**config.mk**
```make
export PLATFORM = sky130hd
export DESIGN_NAME = mux_select_sequencer_flat
export DESIGN_NICKNAME = d
export VERILOG_FILES = /design/src/rtl/mux_select_sequencer_if.sv /design/src/rtl/mux_select_sequencer.sv /design/src/flat_wrapper.sv
export SDC_FILE = /design/constraint.sdc
export NUM_CORES = 1
export LEC_CHECK = 0
export BUFFER_PORTS_ARGS = -buffer_cell sky130_fd_sc_hd__clkbuf_2
export CAP_MARGIN = 20
export CORE_MARGIN = 3
export CORE_UTILIZATION = 62
export CTS_BUF_LIST = sky130_fd_sc_hd__clkbuf_2
export CTS_CLUSTER_SIZE = 16
export DETAILED_ROUTE_END_ITERATION = 6
export PLACE_DENSITY = 0.95
export SLEW_MARGIN = 10
export SYNTH_ARGS = -nofsm -noshare
export SYNTH_HDL_FRONTEND = slang
export SYNTH_SLANG_ARGS = --single-unit
```
**constraint.sdc**
```tcl
create_clock -name clock -period 3 [get_ports clock]
set_clock_uncertainty 0.15 [all_clocks]
set_input_delay 0.6 -clock clock [delete_from_list [all_inputs] [get_ports clock]]
set_output_delay 0.6 -clock clock [all_outputs]
set_load 0.02 [all_outputs]
```
**src/rtl/mux_select_sequencer_if.sv**
```systemverilog
// Request/selector bundle between the three requesters, the sequencer and the 3:1 mux.
// Latency: none (wires only).
// Backpressure: requesters hold req[i] until ack[i]; there is no other flow control.
interface mux_select_sequencer_if;
  logic [2:0] req;        // per-channel request, held until its ack
  logic [1:0] selector;   // mux select: 00/01/10 = ch0/1/2, idle code otherwise
  logic       sel_valid;  // selector currently carries a granted channel
  logic [2:0] grant;      // one-hot owner of the mux, zero when idle
  logic [2:0] ack;        // one-cycle pulse on the final dwell cycle

  // Sequencer side: drives the mux selector and the grant/ack feedback.
  modport master (input req, output selector, sel_valid, grant, ack);
  // Requester/mux side.
  modport slave (output req, input selector, sel_valid, grant, ack);
endinterface

```
**src/rtl/mux_select_sequencer.sv**
```systemverilog
// Round-robin sequencer granting the 3:1 mux to one of three requesters for DWELL cycles.
// Latency: req sampled high -> registered selector/grant valid on the next edge; ack on the DWELL-th grant cycle.
// Backpressure: a grant holds until its dwell ends or its req drops; other requests wait, with one idle cycle between grants.
module mux_select_sequencer #(
  parameter int unsigned DWELL    = 4,
  parameter int unsigned CNT_W    = 8,
  parameter logic [1:0]  IDLE_SEL = 2'b11
) (
  input logic              clock,
  input logic              reset,
  mux_select_sequencer_if.master bus
);

  typedef enum logic {IDLE, HOLD} state_t;

  localparam logic [CNT_W-1:0] DWELL_M1 = CNT_W'(DWELL - 1);
  localparam logic [CNT_W-1:0] CNT_ONE  = CNT_W'(1);

  state_t           state_q, state_d;
  logic [CNT_W-1:0] count_q, count_d;
  logic [1:0]       last_q, last_d;
  logic [1:0]       ch_q, ch_d;
  logic [1:0]       selector_q, selector_d;
  logic             sel_valid_q, sel_valid_d;
  logic [2:0]       grant_q, grant_d;
  logic [2:0]       ack_q, ack_d;

  logic [1:0]       ord0, ord1, ord2;
  logic [1:0]       pick;
  logic             pick_vld;

  // Round-robin search order starts just after the last granted channel.
  always_comb begin
    ord0     = 2'd0;
    ord1     = 2'd1;
    ord2     = 2'd2;
    pick     = 2'd0;
    pick_vld = 1'b0;
    case (last_q)
      2'd0: begin ord0 = 2'd1; ord1 = 2'd2; ord2 = 2'd0; end
      2'd1: begin ord0 = 2'd2; ord1 = 2'd0; ord2 = 2'd1; end
      default: begin ord0 = 2'd0; ord1 = 2'd1; ord2 = 2'd2; end
    endcase
    if (bus.req[ord0]) begin
      pick     = ord0;
      pick_vld = 1'b1;
    end else if (bus.req[ord1]) begin
      pick     = ord1;
      pick_vld = 1'b1;
    end else if (bus.req[ord2]) begin
      pick     = ord2;
      pick_vld = 1'b1;
    end
  end

  // Next-state and next-output logic; ack is registered, so it is raised one edge
  // ahead, when the dwell counter is about to reach zero.
  always_comb begin
    state_d     = state_q;
    count_d     = count_q;
    last_d      = last_q;
    ch_d        = ch_q;
    selector_d  = selector_q;
    sel_valid_d = sel_valid_q;
    grant_d     = grant_q;
    ack_d       = 3'b000;
    case (state_q)
      IDLE: begin
        if (pick_vld) begin
          state_d     = HOLD;
          ch_d        = pick;
          last_d      = pick;
          count_d     = DWELL_M1;
          selector_d  = pick;
          sel_valid_d = 1'b1;
          grant_d     = 3'b001 << pick;
          if (DWELL_M1 == '0) ack_d = 3'b001 << pick;
        end
      end
      HOLD: begin
        // Terminal cycle or aborted request: release the mux; last keeps ch.
        if (count_q == '0 || !bus.req[ch_q]) begin
          state_d     = IDLE;
          count_d     = '0;
          selector_d  = IDLE_SEL;
          sel_valid_d = 1'b0;
          grant_d     = 3'b000;
        end else begin
          count_d = count_q - CNT_ONE;
          if (count_q == CNT_ONE) ack_d = grant_q;
        end
      end
      default: begin
        state_d     = IDLE;
        count_d     = '0;
        selector_d  = IDLE_SEL;
        sel_valid_d = 1'b0;
        grant_d     = 3'b000;
      end
    endcase
  end

  // State and output registers; reset parks the mux and gives ch0 first priority.
  always_ff @(posedge clock) begin
    if (reset) begin
      state_q     <= IDLE;
      count_q     <= '0;
      last_q      <= 2'd2;
      ch_q        <= 2'd0;
      selector_q  <= IDLE_SEL;
      sel_valid_q <= 1'b0;
      grant_q     <= 3'b000;
      ack_q       <= 3'b000;
    end else begin
      state_q     <= state_d;
      count_q     <= count_d;
      last_q      <= last_d;
      ch_q        <= ch_d;
      selector_q  <= selector_d;
      sel_valid_q <= sel_valid_d;
      grant_q     <= grant_d;
      ack_q       <= ack_d;
    end
  end

  assign bus.selector  = selector_q;
  assign bus.sel_valid = sel_valid_q;
  assign bus.grant     = grant_q;
  assign bus.ack       = ack_q;

endmodule

```
**src/flat_wrapper.sv**
```systemverilog
// flat-port wrapper written by rule: the top's interface ports become plain ports
module mux_select_sequencer_flat 
#(
  parameter int unsigned DWELL    = 4,
  parameter int unsigned CNT_W    = 8,
  parameter logic [1:0]  IDLE_SEL = 2'b11
)
  (clock, reset, bus_req, bus_selector, bus_sel_valid, bus_grant, bus_ack);
  mux_select_sequencer_if bus_i ();
  input logic clock;
  input logic reset;
  input wire logic [$bits(bus_i.req)-1:0] bus_req;
  output wire logic [$bits(bus_i.selector)-1:0] bus_selector;
  output wire logic [$bits(bus_i.sel_valid)-1:0] bus_sel_valid;
  output wire logic [$bits(bus_i.grant)-1:0] bus_grant;
  output wire logic [$bits(bus_i.ack)-1:0] bus_ack;
  assign bus_i.req = bus_req;
  assign bus_selector = bus_i.selector;
  assign bus_sel_valid = bus_i.sel_valid;
  assign bus_grant = bus_i.grant;
  assign bus_ack = bus_i.ack;
  mux_select_sequencer #(.DWELL(DWELL), .CNT_W(CNT_W), .IDLE_SEL(IDLE_SEL)) u_core (.clock(clock), .reset(reset), .bus(bus_i));
endmodule
```
After elaboration in Yosys (flattened, before gate mapping)
Index checks and enable logic that the tools add are counted.
{ "totals": {"ff_bits": 22, "out_inout_bits": 9, "wordCells": 59} }
{ "op_classes": {"eq_ne": 4, "addsub": 1, "shifts": 1, "muxes": 32, "bitwise": 2, "n_reduce_logical": 7, "order_cmp": 4} }
{ "ops": {"columns": ["cell", "n"], "rows": [
  ["two-way mux 8 bit", 2],
  ["case mux 2 bit (2 select lines)", 4],
  ["case mux 8 bit (2 select lines)", 1],
  ["less-than comparator 2 x 3 -> 1 bit, second input constant", 4],
  ["two-way mux 1 bit", 11],
  ["two-way mux 2 bit", 5],
  ["binary-select mux 1 bit (select 2 bit)", 4],
  ["equality test 8 x 1 -> 1 bit, second input constant", 1],
  ["logical NOT 8 bit", 1],
  ["subtractor 8 x 1 -> 8 bit, second input constant", 1],
  ["two-way mux 3 bit", 2],
  ["case mux 3 bit (2 select lines)", 1],
  ["case mux 1 bit (2 select lines)", 2],
  ["AND reduction 2 bit", 2],
  ["OR reduction 4 bit", 1],
  ["<< shifter 1 x 2 -> 3 bit, first input constant", 1],
  ["equality test 2 x 1 -> 1 bit, second input constant", 1],
  ["logical NOT 2 bit", 1],
  ["inequality test 2 x 1 -> 1 bit, second input constant", 1],
  ["inequality test 2 bit, second input constant", 1],
  ["inverter 1 bit", 2],
  ["logical NOT 1 bit", 1],
  ["logical OR 1 bit", 1]
]} }

Longest topological paths before layout
Gate-level depths: netlist of run 1.
{ "logic_depth": {"ltp_word": 10, "mapped_depth": 8, "ltp_nobuf": 7} }

Worst setup path before layout of run 1
No wires, ideal clock.
{ "synth_path": {"kind": "input to register", "from": "input port bus_req[1]", "to": "register u_core.selector_q[1] (netlist: u_core.bus.selector[1])", "t_arrival_ns": 1.647, "setup_time_ns": 0.120, "setup_slack_ns": 1.083, "path_buffers": 1, "path_stages": 4, "cell_sequence": "buf_2 -> nor4_2 -> nor3_1 -> a211o_1"} }
{ "synth_between": {"elab_chain_len": 7} }
{ "synth_lines": {"columns": ["item", "line", "rtl"], "rows": [
  ["from (decl)", "flat_wrapper.sv:12", "input wire logic [$bits(bus_i.req)-1:0] bus_req;"],
  ["binary-select mux 1 bit (select 2 bit)", "mux_select_sequencer.sv:50", "end else if (bus.req[ord2]) begin"],
  ["two-way mux 1 bit (not written as such)", "mux_select_sequencer.sv:50", null],
  ["two-way mux 2 bit / two-way mux 1 bit (equally long branches)", "mux_select_sequencer.sv:50", null],
  ["two-way mux 2 bit / two-way mux 1 bit (equally long branches)", "mux_select_sequencer.sv:47", "end else if (bus.req[ord1]) begin"],
  ["two-way mux 2 bit / two-way mux 1 bit (equally long branches)", "mux_select_sequencer.sv:44", "if (bus.req[ord0]) begin"],
  ["two-way mux 2 bit / inequality test 2 x 1 -> 1 bit (equally long branches)", null, null],
  ["case mux 2 bit (2 select lines) / AND reduction 2 bit (equally long branches)", null, null],
  ["to (signal assigned)", "mux_select_sequencer.sv:119", "selector_q <= selector_d;"],
  ["to (decl)", "mux_select_sequencer.sv:23", "logic [1:0] selector_q, selector_d;"]
]} }
Several ways; a longest one is shown, not always the timed one. The select of a mux whose other input is x is not followed.
A chain may end at the register's enable or synchronous reset.

Worst setup path after layout of run 1
{ "layout_path": {"from": "register u_core.count_q[1]", "to": "register u_core.selector_q[1] (netlist: u_core.bus.selector[1])"} }
{ "layout_between": {"elab_chain_len": 4} }
{ "layout_lines": {"columns": ["item", "line", "rtl"], "rows": [
  ["from (decl)", "mux_select_sequencer.sv:20", "logic [CNT_W-1:0] count_q, count_d;"],
  ["from (signal assigned)", "mux_select_sequencer.sv:116", "count_q <= count_d;"],
  ["logical NOT 8 bit", "mux_select_sequencer.sv:82", "if (count_q == '0 || !bus.req[ch_q]) begin"],
  ["logical OR 1 bit", "mux_select_sequencer.sv:82", null],
  ["inequality test 2 bit (no line)", null, null],
  ["AND reduction 2 bit (no line)", null, null]
]} }
Every way passes these cells.

==> metrics.json, run 1 <==
{
  "route": {
    "routed_via_density": 6.39,
    "routed-via-count": 927,
    "first_iter_violations": 50,
    "route.final.wire_length_microns": 2130,
    "avgRoutedWirePerCell_microns": 14.7,
    "ant_nets": 0,
    "post-route-drc-count": 0,
    "drt_pass1_iterations": 4
  },
  "synthesis": {
    "ys.flop_type": "sky130_fd_sc_hd__dfxtp_1",
    "netlist_area_sq_um": 997,
    "synth_seq_cells": 21,
    "syn-num-nets": 126,
    "ys_seq_area_frac": 0.422,
    "synthCells": 119,
    "synth_area_per_cell_sq_um": 8.38,
    "synth.cells.most_frequent": "21 x sky130_fd_sc_hd__dfxtp_1, 16 x sky130_fd_sc_hd__nand2_1, 14 x sky130_fd_sc_hd__a21oi_1, 6 x sky130_fd_sc_hd__nor2_1, 6 x sky130_fd_sc_hd__o21ai_1",
    "post_synth_edffs": 0,
    "synthArstFlopShare": 0,
    "yosys.cell_types.count": 40,
    "yosys_warnings": 0,
    "synth_area_leaders": "sky130_fd_sc_hd__dfxtp_1 42%, sky130_fd_sc_hd__a21oi_1 7.0%, sky130_fd_sc_hd__nand2_1 6.0%",
    "synth.largest_area_cell": "sky130_fd_sc_hd__dfxtp_1",
    "synth_largest_type_area_fraction": 0.422,
    "post-synth-top-count-cell": "sky130_fd_sc_hd__dfxtp_1"
  },
  "timing": {
    "setup_repair_after_global_routing_missed_its_margin": "no",
    "layout_min_cycle_time_ns": 2.22,
    "setup-violations-final": 0,
    "finalSetupTns_ns": 0,
    "finalMaxSlewViolations": 0,
    "fmax_mhz": 450,
    "post-route-worst-setup-slack_ns": 0.779,
    "worst_tran_pin_value_ns": 0.903,
    "slew_headroom": 0.393,
    "final.period_utilization": 0.740,
    "finalHoldViolCount": 0
  },
  "placement": {
    "gp_congestion": 0.861,
    "placement.setup.worst_slack_ns": 0.823,
    "dp_hpwl_microns": 1560,
    "placement.io_buffers": 13
  },
  "grt": {
    "wire_length_of_the_first_global_routing_pass_microns": 3480,
    "initial_antenna_violation_count": 0,
    "grt_use_total": 0.227,
    "grt.overflow.total": 0,
    "grt_max_degree": 20,
    "via_count_of_the_first_global_routing_pass": 837
  },
  "floorplan": {
    "design.core.area_sq_mm": 0.00140,
    "rows": 13,
    "top_level_ports": 14,
    "dieHeight_microns": 46.1,
    "effective_utilization_at_floorplan": 0.713,
    "die_area_sq_mm": 0.00213,
    "horizontal_die_dimension_microns": 46.1
  },
  "cells_and_area": {
    "antenna-diode-count": 0,
    "area_growth_pct": 7.90,
    "final_nets": 138,
    "final_layout_size_suffix_gt1_frac": 0.169
  },
  "power": {
    "power.share.sequential": 0.586,
    "combPwrFrac": 0.200,
    "switching_share": 0.321,
    "p_switching_mw": 0.175,
    "power_density_mw_per_mm2": 507,
    "max-vdd-ir-drop_mv": 0.317,
    "p_leak_nw": 0.429,
    "total_power_mw": 0.546,
    "clockPowerShare": 0.214,
    "internal-power_mw": 0.371
  },
  "worst_setup_path": {
    "crit_path_dat_ns": 2.36,
    "timing.critical_path.to_type": "register",
    "worst_ep_required_time_ns": 3.14,
    "critical_path_maximum_fanout": 11,
    "reg2regPathDepth": 7,
    "worst_path_max_delay_cell": "sky130_fd_sc_hd__dfxtp_1",
    "critPathLaunchType": "register",
    "critical_path.max_stage_delay_ns": 0.41,
    "critical_path_cell_by_cell": "inv_1, ha_1, nor4b_2, nand2_1, and3_1, nor3_1, a211o_1",
    "worst-setup-path-type": "reg2reg"
  },
  "clock_network": {
    "cts-root-buf": "sky130_fd_sc_hd__clkbuf_2",
    "clock_latency_ns": 0.32,
    "total_number_of_clock_tree_sinks": 21,
    "hold_buffers": 0,
    "tritoncts": "built",
    "cts.path.max_buffers": 2,
    "clk_transition_reported_paths_ns": 0.21,
    "post-cts-setup-buffer-count": 0,
    "cts_buffers": 3,
    "cts.htree.levels": 1,
    "cts-resized-gates": 0
  },
  "run": {
    "cap_viol_max_count": 0
  },
  "worst_hold_path": {
    "timing.hold.worst.class": "reg2reg",
    "hold_depth": 2
  },
  "outcome": {
    "outcome": "finished, final reports clean"
  }
}
area by class of cell:
class | instances | area, sq um
fill | 99 | 323
clock buffer | 3 | 15.0
sequential | 21 | 420
timing repair buffer | 13 | 65.1
inverter | 5 | 18.8
tap | 15 | 18.8
multi-input combinational | 87 | 533
clock inverter | 1 | 5.00
metrics by stage:
stage | hold WS, ns | utilization | cell area, sq um | instances
3_5_place_dp | 0.297 | 0.755 | 1060 | 141
5_1_grt | 0.352 | 0.769 | 1080 | 145
4_1_cts | 0.328 | 0.769 | 1080 | 145
2_1_floorplan | 0.304 | - | 997 | 119
3_3_place_gp | 0.285 | 0.755 | 1060 | 141
6_report | 0.324 | 0.769 | 1080 | 145
flip-flops by register name, indices dropped and copies added (netlist names):
name,count
u_core.ch_q,2
u_core.count_q,8
u_core.last_q,1
u_core.state_q,1
u_core.bus.ack,3
u_core.bus.grant,3
u_core.bus.selector,2
u_core.bus.sel_valid,1
power groups by stage:
stage | Combinational [mW] | Sequential [mW] | Clock [mW]
after CTS | 0.109 | 0.319 | 0.118
final | 0.109 | 0.320 | 0.117
after global routing | 0.122 | 0.322 | 0.134
after floorplan | 0.0761 | 0.328 | 0
after detailed placement | 0.108 | 0.325 | 0
after global placement | 0.103 | 0.323 | 0
worst max-delay path: cells and delay by family (launching register included):
kind | cells | cell delay, ns
DFF | 1 | 0.41
and+or+nand+nor | 4 | 1.15
adders and majority gates | 1 | 0.25
AOI/OAI and AO/OA | 1 | 0.11
buffers and inverters | 1 | 0.12
path summary, 6_finish.rpt:
check                       start                endpoint  slack (ns)
min reg2reg  u_core.bus.sel_valid    u_core.bus.sel_valid        0.32
min          u_core.bus.sel_valid    u_core.bus.sel_valid        0.32
max reg2reg     u_core.count_q[1]  u_core.bus.selector[1]        0.78
max             u_core.count_q[1]  u_core.bus.selector[1]        0.78
layer usage:
layer | share of wire | track usage
met5 | 0 | 0
met4 | 0.018 | 0.125
met3 | 0.067 | 0.0391
met2 | 0.48 | 0.368
met1 | 0.43 | 0.280
logic make-up (layout without fill, tap and decap cells):
family	Yosys count	after routing	synth area share
buffers and inverters	11	22	0.0439
AO/OA/AOI/OAI	36	36	0.225
flip-flops	21	21	0.422
AND/OR/NAND/NOR	48	48	0.275
multiplexers	1	1	0.0100
adder cells (fa/ha/maj)	2	2	0.0251
placed cells by master, fill, tap and decap left out, drive strengths merged, types with 3 or more instances in the layout:
cell,instances
clkbuf,16
a21oi,14
nor3,5
nand2,16
nor2,6
nand3b,4
o21ai,8
dfxtp,21
and2,3
inv,5
(Power assumes the default switching activity.)
==> run 2, diff against run 1 <==
--- a/config.mk
+++ b/config.mk
@@ -8,11 +8,11 @@
 export BUFFER_PORTS_ARGS = -buffer_cell sky130_fd_sc_hd__clkbuf_2
 export CAP_MARGIN = 20
 export CORE_MARGIN = 3
-export CORE_UTILIZATION = 62
+export CORE_UTILIZATION = 58
 export CTS_BUF_LIST = sky130_fd_sc_hd__clkbuf_2
 export CTS_CLUSTER_SIZE = 16
 export DETAILED_ROUTE_END_ITERATION = 6
-export PLACE_DENSITY = 0.95
+export PLACE_DENSITY = 0.92
 export SLEW_MARGIN = 10
 export SYNTH_ARGS = -nofsm -noshare
 export SYNTH_HDL_FRONTEND = slang
==> constraint.sdc (replaced) <==
create_clock -name clock -period 2.3 [get_ports clock]
set_clock_uncertainty 0.15 [all_clocks]
set_input_delay 0.46 -clock clock [delete_from_list [all_inputs] [get_ports clock]]
set_output_delay 0.46 -clock clock [all_outputs]
set_load 0.02 [all_outputs]
==> run 2 against run 1 <==
Compared with the run above: global-route usage down 0.42 points; sequential power rose by 30%; final area up 1.9%; via count increased by 0.54%; sequential share of layout area down 0.60 points; final cell count increased by 1.4%; largest cell class unchanged; highest routed layer unchanged.
==> metrics.json, run 2 (same netlist as run 1, synthesis figures left out) <==
{
  "outcome": {
    "outcome": {"value": "finished, final reports clean", "change": "unchanged"}
  },
  "worst_setup_path": {
    "timing.critical_path.to_type": {"value": "register", "change": "unchanged"},
    "crit_path_dat": {"value": 2.16, "unit": "ns", "change": "was 2.36 ns"},
    "worst-setup-path-type": {"value": "reg2reg", "change": "unchanged"},
    "critPathLaunchType": {"value": "register", "change": "unchanged"},
    "worst_ep_required_time": {"value": 2.42, "unit": "ns", "change": "was 3.14 ns"},
    "critical_path.reg2reg.startpoint": {"value": "u_core.count_q[1]", "change": "unchanged"},
    "critical_path_maximum_fanout": {"value": 6, "change": "was 11"},
    "critPathLaunch": {"value": "u_core.count_q[1]", "change": "unchanged"},
    "reg2regPathDepth": {"value": 7, "change": "unchanged"},
    "ff2ff_setup_slack": {"value": 0.26, "unit": "ns", "change": "was 0.78 ns"}
  },
  "placement": {
    "placement.io_buffers": {"value": 13, "change": "unchanged"},
    "gp_congestion": {"value": 0.821, "change": "was 0.861"},
    "dp_hpwl": {"value": 1590, "unit": "microns", "change": "was 1560 microns"}
  },
  "timing": {
    "worst_tran_pin_value": {"value": 0.513, "unit": "ns", "change": "was 0.903 ns"},
    "slew_headroom": {"value": 0.655, "change": "was 0.393"},
    "fmax": {"value": 491, "unit": "MHz", "change": "was 450 MHz"},
    "setup-violations-final": {"value": 0, "change": "unchanged"},
    "finalMaxSlewViolations": {"value": 0, "change": "unchanged"},
    "layout_min_cycle_time": {"value": 2.04, "unit": "ns", "change": "was 2.22 ns"},
    "finalHoldViolCount": {"value": 0, "change": "unchanged"},
    "setup_repair_after_global_routing_missed_its_margin": {"value": "no", "change": "unchanged"},
    "final.period_utilization": {"value": 0.885, "change": "was 0.740"},
    "finalSetupTns": {"value": 0, "unit": "ns", "change": "unchanged"}
  },
  "worst_hold_path": {
    "timing.hold.worst.class": {"value": "in2reg", "change": "was reg2reg"},
    "min-delay-start": {"value": "bus_req[1]", "change": "was u_core.bus.sel_valid"},
    "hold_depth": {"value": 3, "change": "was 2"}
  },
  "cells_and_area": {
    "final_nets": {"value": 139, "change": "was 138"},
    "area_growth": {"value": 9.91, "unit": "%", "change": "was 7.90%"},
    "max_flop_register": {"value": "u_core.count_q", "change": "unchanged"},
    "antenna-diode-count": {"value": 0, "change": "unchanged"},
    "layout.cells.most_common_list": {"value": "20 x sky130_fd_sc_hd__dfxtp_1, 17 x sky130_fd_sc_hd__clkbuf_2, 16 x sky130_fd_sc_hd__nand2_1, 14 x sky130_fd_sc_hd__a21oi_1", "change": "was 21 x sky130_fd_sc_hd__dfxtp_1, 16 x sky130_fd_sc_hd__nand2_1, 16 x sky130_fd_sc_hd__clkbuf_2, 14 x sky130_fd_sc_hd__a21oi_1"},
    "filler_cell_count": {"value": 120, "change": "was 99"},
    "layout_commonest_cell": {"value": "sky130_fd_sc_hd__dfxtp_1", "change": "unchanged"},
    "largest_reg_flops": {"value": 8, "change": "unchanged"},
    "final_layout_size_suffix_gt1_frac": {"value": 0.191, "change": "was 0.169"}
  },
  "route": {
    "route.final.wire_length": {"value": 2180, "unit": "microns", "change": "was 2130 microns"},
    "drt_pass1_iterations": {"value": 4, "change": "unchanged"},
    "ant_nets": {"value": 0, "change": "unchanged"},
    "post-route-drc-count": {"value": 0, "change": "unchanged"},
    "first_iter_violations": {"value": 39, "change": "was 50"},
    "avgRoutedWirePerCell": {"value": 14.8, "unit": "microns", "change": "was 14.7 microns"},
    "routed-via-count": {"value": 932, "change": "was 927"},
    "routed_via_density": {"value": 6.34, "change": "was 6.39"}
  },
  "power": {
    "total_power": {"value": 0.725, "unit": "mW", "change": "was 0.546 mW"},
    "power_density": {"value": 662, "unit": "mW/mm^2", "change": "was 507 mW/mm^2"},
    "p_leak": {"value": 0.440, "unit": "nW", "change": "was 0.429 nW"},
    "max-vdd-ir-drop": {"value": 0.424, "unit": "mV", "change": "was 0.317 mV"}
  },
  "clock_network": {
    "tritoncts": {"value": "built", "change": "unchanged"},
    "total_number_of_clock_tree_sinks": {"value": 21, "change": "unchanged"},
    "cts.path.max_buffers": {"value": 2, "change": "unchanged"},
    "cts-root-buf": {"value": "sky130_fd_sc_hd__clkbuf_2", "change": "unchanged"},
    "post-cts-setup-buffer-count": {"value": 0, "change": "unchanged"},
    "hold_buffers": {"value": 0, "change": "unchanged"},
    "clock_latency": {"value": 0.33, "unit": "ns", "change": "was 0.32 ns"},
    "cts.htree.levels": {"value": 1, "change": "unchanged"},
    "cts_buffers": {"value": 3, "change": "unchanged"},
    "clk_transition_reported_paths": {"value": 0.20, "unit": "ns", "change": "was 0.21 ns"},
    "cts-resized-gates": {"value": 0, "change": "unchanged"}
  },
  "floorplan": {
    "effective_utilization_at_floorplan": {"value": 0.640, "change": "was 0.713"},
    "die_area": {"value": 0.00225, "unit": "sq mm", "change": "was 0.00213 sq mm"},
    "design.core.area": {"value": 0.00156, "unit": "sq mm", "change": "was 0.00140 sq mm"},
    "dieHeight": {"value": 47.5, "unit": "microns", "change": "was 46.1 microns"},
    "horizontal_die_dimension": {"value": 47.5, "unit": "microns", "change": "was 46.1 microns"},
    "top_level_ports": {"value": 14, "change": "unchanged"},
    "rows": {"value": 14, "change": "was 13"}
  },
  "grt": {
    "grt_met2_usage": {"value": 0.364, "change": "was 0.368"},
    "initial_antenna_violation_count": {"value": 0, "change": "unchanged"},
    "grt.overflow.total": {"value": 0, "change": "unchanged"},
    "via_count_of_the_first_global_routing_pass": {"value": 839, "change": "was 837"},
    "grt_use_total": {"value": 0.222, "change": "was 0.227"},
    "wire_length_of_the_first_global_routing_pass": {"value": 3510, "unit": "microns", "change": "was 3480 microns"},
    "use_met1": {"value": 0.270, "change": "was 0.280"},
    "grt.busiest_layer": {"value": "met2", "change": "unchanged"},
    "grt_max_degree": {"value": 20, "change": "unchanged"},
    "grt.met3_usage": {"value": 0.0526, "change": "was 0.0391"}
  },
  "run": {
    "cap_viol_max_count": {"value": 0, "change": "unchanged"}
  }
}
-- run 2: worst paths after layout --
| check | to |
|---|---|
| hold / removal | u_core.ch_q[0] |
| setup reg to reg | u_core.count_q[7] |
| setup / recovery | u_core.count_q[7] |
| hold reg to reg | u_core.bus.sel_valid |
-- run 2: metal layers --
layer	up-vias	routed length (microns)
li1	450	-
met5	-	0
met1	438	934
met2	38	1070
met4	0	44
met3	6	136
-- run 2: cell type report --
| cell class | instances | area (sq um) | share of cell area |
|---|---|---|---|
| Timing Repair Buffer | 14 | 72.6 | 0.0662 |
| Clock buffer | 4 | 20.0 | 0.0183 |
| Tap cell | 16 | 20.0 | 0.0183 |
| Sequential cell | 21 | 422 | 0.385 |
| Multi-Input combinational cell | 87 | 543 | 0.495 |
| Inverter | 5 | 18.8 | 0.0171 |
-- run 2: critical path, stage by stage, from the launching register on --
cell and delay [ns]:
sky130_fd_sc_hd__dfxtp_1 0.47, sky130_fd_sc_hd__inv_1 0.11, sky130_fd_sc_hd__ha_1 0.24, sky130_fd_sc_hd__nor4b_4 0.16
sky130_fd_sc_hd__nand2_1 0.11, sky130_fd_sc_hd__nand3_1 0.20, sky130_fd_sc_hd__or3_1 0.41, sky130_fd_sc_hd__a31oi_1 0.13
-- run 2: power by group --
part	internal, mW	leakage [nW]	total (mW)	switching [mW]
Sequential	0.388	0.172	0.417	0.0283
Clock	0.0460	0.0166	0.160	0.114
Combinational	0.0595	0.251	0.148	0.0883
-- run 2: metrics by stage --
step	hold slack, ns	setup WS [ns]	std cells	instance area, sq um	utilization
CTS	0.331	0.175	147	1080	0.696
global route	0.339	0.0692	147	1100	0.703
floorplan	0.304	0.448	119	997	-
detailed placement	0.306	0.197	143	1060	0.683
global placement	0.284	0.311	143	1060	0.683
finish	0.328	0.264	147	1100	0.703
==> run 3, diff against run 2 <==
==> constraint.sdc (replaced) <==
create_clock -name clock -period 2 [get_ports clock]
set_clock_uncertainty 0.15 [all_clocks]
set_input_delay 0.4 -clock clock [delete_from_list [all_inputs] [get_ports clock]]
set_output_delay 0.4 -clock clock [all_outputs]
set_load 0.02 [all_outputs]
==> run 3 against run 2 <==
Compared with the run above: total power grew 14%; clock power increased by 7%; final cell count grew 2.7%; critical endpoint is now u_core.bus.selector[1]; maximum frequency is 11% higher; combinational power is 25% higher; setup slack got worse by 0.10 ns; final area increased by 2.3%; sequential share of layout area decreased by 0.97 points; non-clock buffer count rose by 4; global-route usage shrank 0.17 points.
==> metrics.json, run 3 (same netlist as run 1, synthesis figures left out) <==
{
  "timing": {
    "final.period_utilization": {"value": 0.919, "change": "was 0.885"},
    "worst_tran_pin_value": {"value": 0.508, "unit": "ns", "change": "was 0.513 ns"},
    "setup_repair_after_global_routing_missed_its_margin": {"value": "no", "change": "unchanged"},
    "post-route-worst-setup-slack": {"value": 0.162, "unit": "ns", "change": "was 0.264 ns"},
    "finalMaxSlewViolations": {"value": 0, "change": "unchanged"},
    "layout_min_cycle_time": {"value": 1.84, "unit": "ns", "change": "was 2.04 ns"},
    "fmax": {"value": 544, "unit": "MHz", "change": "was 491 MHz"},
    "slew_headroom": {"value": 0.658, "change": "was 0.655"},
    "finalSetupTns": {"value": 0, "unit": "ns", "change": "unchanged"},
    "finalHoldViolCount": {"value": 0, "change": "unchanged"},
    "setup-violations-final": {"value": 0, "change": "unchanged"}
  },
  "worst_setup_path": {
    "worst_path_max_delay_cell": {"value": "sky130_fd_sc_hd__dfxtp_1", "change": "unchanged"},
    "timing.critical_path.to_type": {"value": "register", "change": "unchanged"},
    "worst-setup-path-type": {"value": "reg2reg", "change": "unchanged"},
    "worst_ep_required_time": {"value": 2.14, "unit": "ns", "change": "was 2.42 ns"},
    "critical_path_maximum_fanout": {"value": 11, "change": "was 6"},
    "crit_path_dat": {"value": 1.98, "unit": "ns", "change": "was 2.16 ns"},
    "critPathLaunchType": {"value": "register", "change": "unchanged"},
    "critical_path_cell_by_cell": {"value": "inv_1, ha_1, nor4b_2, nand2_1, and3_2, nor3_1, a211o_1", "change": "was inv_1, ha_1, nor4b_4, nand2_1, nand3_1, or3_1, a31oi_1"},
    "critical_path.max_stage_delay": {"value": 0.35, "unit": "ns", "change": "was 0.47 ns"}
  },
  "cells_and_area": {
    "final_nets": {"value": 143, "change": "was 139"},
    "layout.cells.most_common_list": {"value": "21 x sky130_fd_sc_hd__dfxtp_1, 16 x sky130_fd_sc_hd__nand2_1, 16 x sky130_fd_sc_hd__clkbuf_2, 14 x sky130_fd_sc_hd__a21oi_1", "change": "was 20 x sky130_fd_sc_hd__dfxtp_1, 17 x sky130_fd_sc_hd__clkbuf_2, 16 x sky130_fd_sc_hd__nand2_1, 14 x sky130_fd_sc_hd__a21oi_1"},
    "antenna-diode-count": {"value": 0, "change": "unchanged"},
    "layout_commonest_cell": {"value": "sky130_fd_sc_hd__dfxtp_1", "change": "unchanged"},
    "largest_reg_flops": {"value": 8, "change": "unchanged"},
    "max_flop_register": {"value": "u_core.count_q", "change": "unchanged"},
    "final_layout_size_suffix_gt1_frac": {"value": 0.215, "change": "was 0.191"},
    "final_util": {"value": 0.719, "change": "was 0.703"},
    "area_growth": {"value": 12.4, "unit": "%", "change": "was 9.91%"}
  },
  "floorplan": {
    "die_area": {"value": 0.00225, "unit": "sq mm", "change": "unchanged"},
    "design.core.area": {"value": 0.00156, "unit": "sq mm", "change": "unchanged"},
    "top_level_ports": {"value": 14, "change": "unchanged"},
    "horizontal_die_dimension": {"value": 47.5, "unit": "microns", "change": "unchanged"},
    "rows": {"value": 14, "change": "unchanged"},
    "dieHeight": {"value": 47.5, "unit": "microns", "change": "unchanged"},
    "effective_utilization_at_floorplan": {"value": 0.640, "change": "unchanged"}
  },
  "power": {
    "p_leak": {"value": 0.454, "unit": "nW", "change": "was 0.440 nW"},
    "clockPowerShare": {"value": 0.207, "change": "was 0.221"},
    "power_density": {"value": 740, "unit": "mW/mm^2", "change": "was 662 mW/mm^2"},
    "power.share.sequential": {"value": 0.569, "change": "was 0.575"},
    "max-vdd-ir-drop": {"value": 0.452, "unit": "mV", "change": "was 0.424 mV"},
    "combPwrFrac": {"value": 0.223, "change": "was 0.204"},
    "internal-power": {"value": 0.568, "unit": "mW", "change": "was 0.494 mW"},
    "p_switching": {"value": 0.262, "unit": "mW", "change": "was 0.231 mW"},
    "switching_share": {"value": 0.315, "change": "was 0.319"}
  },
  "clock_network": {
    "cts-resized-gates": {"value": 0, "change": "unchanged"},
    "cts.path.max_buffers": {"value": 2, "change": "unchanged"},
    "post-cts-setup-buffer-count": {"value": 0, "change": "unchanged"},
    "clk_transition_reported_paths": {"value": 0.19, "unit": "ns", "change": "was 0.20 ns"},
    "tritoncts": {"value": "built", "change": "unchanged"},
    "clock_latency": {"value": 0.32, "unit": "ns", "change": "was 0.33 ns"},
    "cts.htree.levels": {"value": 1, "change": "unchanged"},
    "hold_buffers": {"value": 0, "change": "unchanged"},
    "total_number_of_clock_tree_sinks": {"value": 21, "change": "unchanged"},
    "cts-root-buf": {"value": "sky130_fd_sc_hd__clkbuf_2", "change": "unchanged"},
    "cts_buffers": {"value": 3, "change": "unchanged"}
  },
  "route": {
    "routed_via_density": {"value": 6.23, "change": "was 6.34"},
    "route.final.wire_length": {"value": 2080, "unit": "microns", "change": "was 2180 microns"},
    "met2RoutedLength": {"value": 961, "unit": "microns", "change": "was 1070 microns"},
    "avgRoutedWirePerCell": {"value": 13.8, "unit": "microns", "change": "was 14.8 microns"},
    "drt_pass1_iterations": {"value": 4, "change": "unchanged"},
    "detail_route.wirelength.met1": {"value": 961, "unit": "microns", "change": "was 934 microns"},
    "routed-via-count": {"value": 940, "change": "was 932"},
    "first_iter_violations": {"value": 14, "change": "was 39"},
    "wl_met3": {"value": 92, "unit": "microns", "change": "was 136 microns"},
    "route.top_layer_used": {"value": "met4", "change": "unchanged"},
    "ant_nets": {"value": 0, "change": "unchanged"},
    "post-route-drc-count": {"value": 0, "change": "unchanged"}
  },
  "run": {
    "cap_viol_max_count": {"value": 0, "change": "unchanged"}
  },
  "grt": {
    "via_count_of_the_first_global_routing_pass": {"value": 804, "change": "was 839"},
    "grt_use_total": {"value": 0.221, "change": "was 0.222"},
    "grt.overflow.total": {"value": 0, "change": "unchanged"},
    "initial_antenna_violation_count": {"value": 0, "change": "unchanged"},
    "grt_max_degree": {"value": 13, "change": "was 20"},
    "wire_length_of_the_first_global_routing_pass": {"value": 3450, "unit": "microns", "change": "was 3510 microns"}
  },
  "placement": {
    "placement.io_buffers": {"value": 13, "change": "unchanged"},
    "dp_hpwl": {"value": 1570, "unit": "microns", "change": "was 1590 microns"},
    "gp_congestion": {"value": 0.842, "change": "was 0.821"},
    "placement.setup.worst_slack": {"value": 0.0946, "unit": "ns", "change": "was 0.197 ns"}
  },
  "worst_hold_path": {
    "timing.hold.worst.class": {"value": "in2reg", "change": "unchanged"}
  },
  "outcome": {
    "outcome": {"value": "finished, final reports clean", "change": "unchanged"}
  }
}
[run 3: changes by cell type in the layout (fill, tap and decap cells not counted), sizes merged]
| cell | previous run | this run |
|---|---|---|
| buf | 1 | 5 |
| clkbuf | 17 | 16 |
| clkinv | 0 | 1 |
[run 3: area by class of cell]
type / count / area (sq um)
clock buffers: 3 / 15.0
clock inverters: 1 / 5.00
fillers: 127 / 438
inverters: 5 / 18.8
multi-input cells: 87 / 539
flip-flops and latches: 21 / 420
well taps: 16 / 20.0
repair buffers: 18 / 103
[run 3: worst max-delay path: cells and delay by family, from the launching register on]
kind            cells  cell delay (ns)
compound gates      1             0.11
fa+ha+maj           1             0.22
buf+inv             1             0.08
flops               1             0.35
simple gates        4             0.90
[run 3: power by group through the flow]
stage	combinational, mW	clock (mW)	sequential, mW
after floorplan	0.114	0	0.491
final	0.185	0.172	0.472
after CTS	0.183	0.179	0.471
after global routing	0.206	0.196	0.477
after global placement	0.176	0	0.478
after detailed placement	0.182	0	0.480
[run 3: final timing paths]
kind | from | to | slack, ns | depth (start not counted)
max | u_core.count_q[1] | u_core.bus.selector[1] | 0.16 | 7
min reg2reg | u_core.bus.sel_valid | u_core.bus.sel_valid | 0.33 | 2
max reg2reg | u_core.count_q[1] | u_core.bus.selector[1] | 0.16 | 7
min | reset | u_core.ch_q[0] | 0.22 | 2
[run 3: per-layer routing]
metal | up-vias | global-route usage
li1 | 458 | -
met1 | 452 | 0.262
met2 | 22 | 0.337
met3 | 8 | 0.0602
met4 | 0 | 0.166
met5 | - | 0
[run 3: through the flow]
| step | std cells | power [mW] | hold WS [ns] | area [sq um] |
|---|---|---|---|---|
| 3_3_place_gp | 147 | 0.654 | 0.284 | 1090 |
| 3_5_place_dp | 147 | 0.662 | 0.304 | 1090 |
| 4_1_cts | 151 | 0.833 | 0.207 | 1110 |
| 6_report | 151 | 0.830 | 0.225 | 1120 |
| 2_1_floorplan | 119 | 0.606 | 0.304 | 997 |
| 5_1_grt | 151 | 0.879 | 0.192 | 1120 |
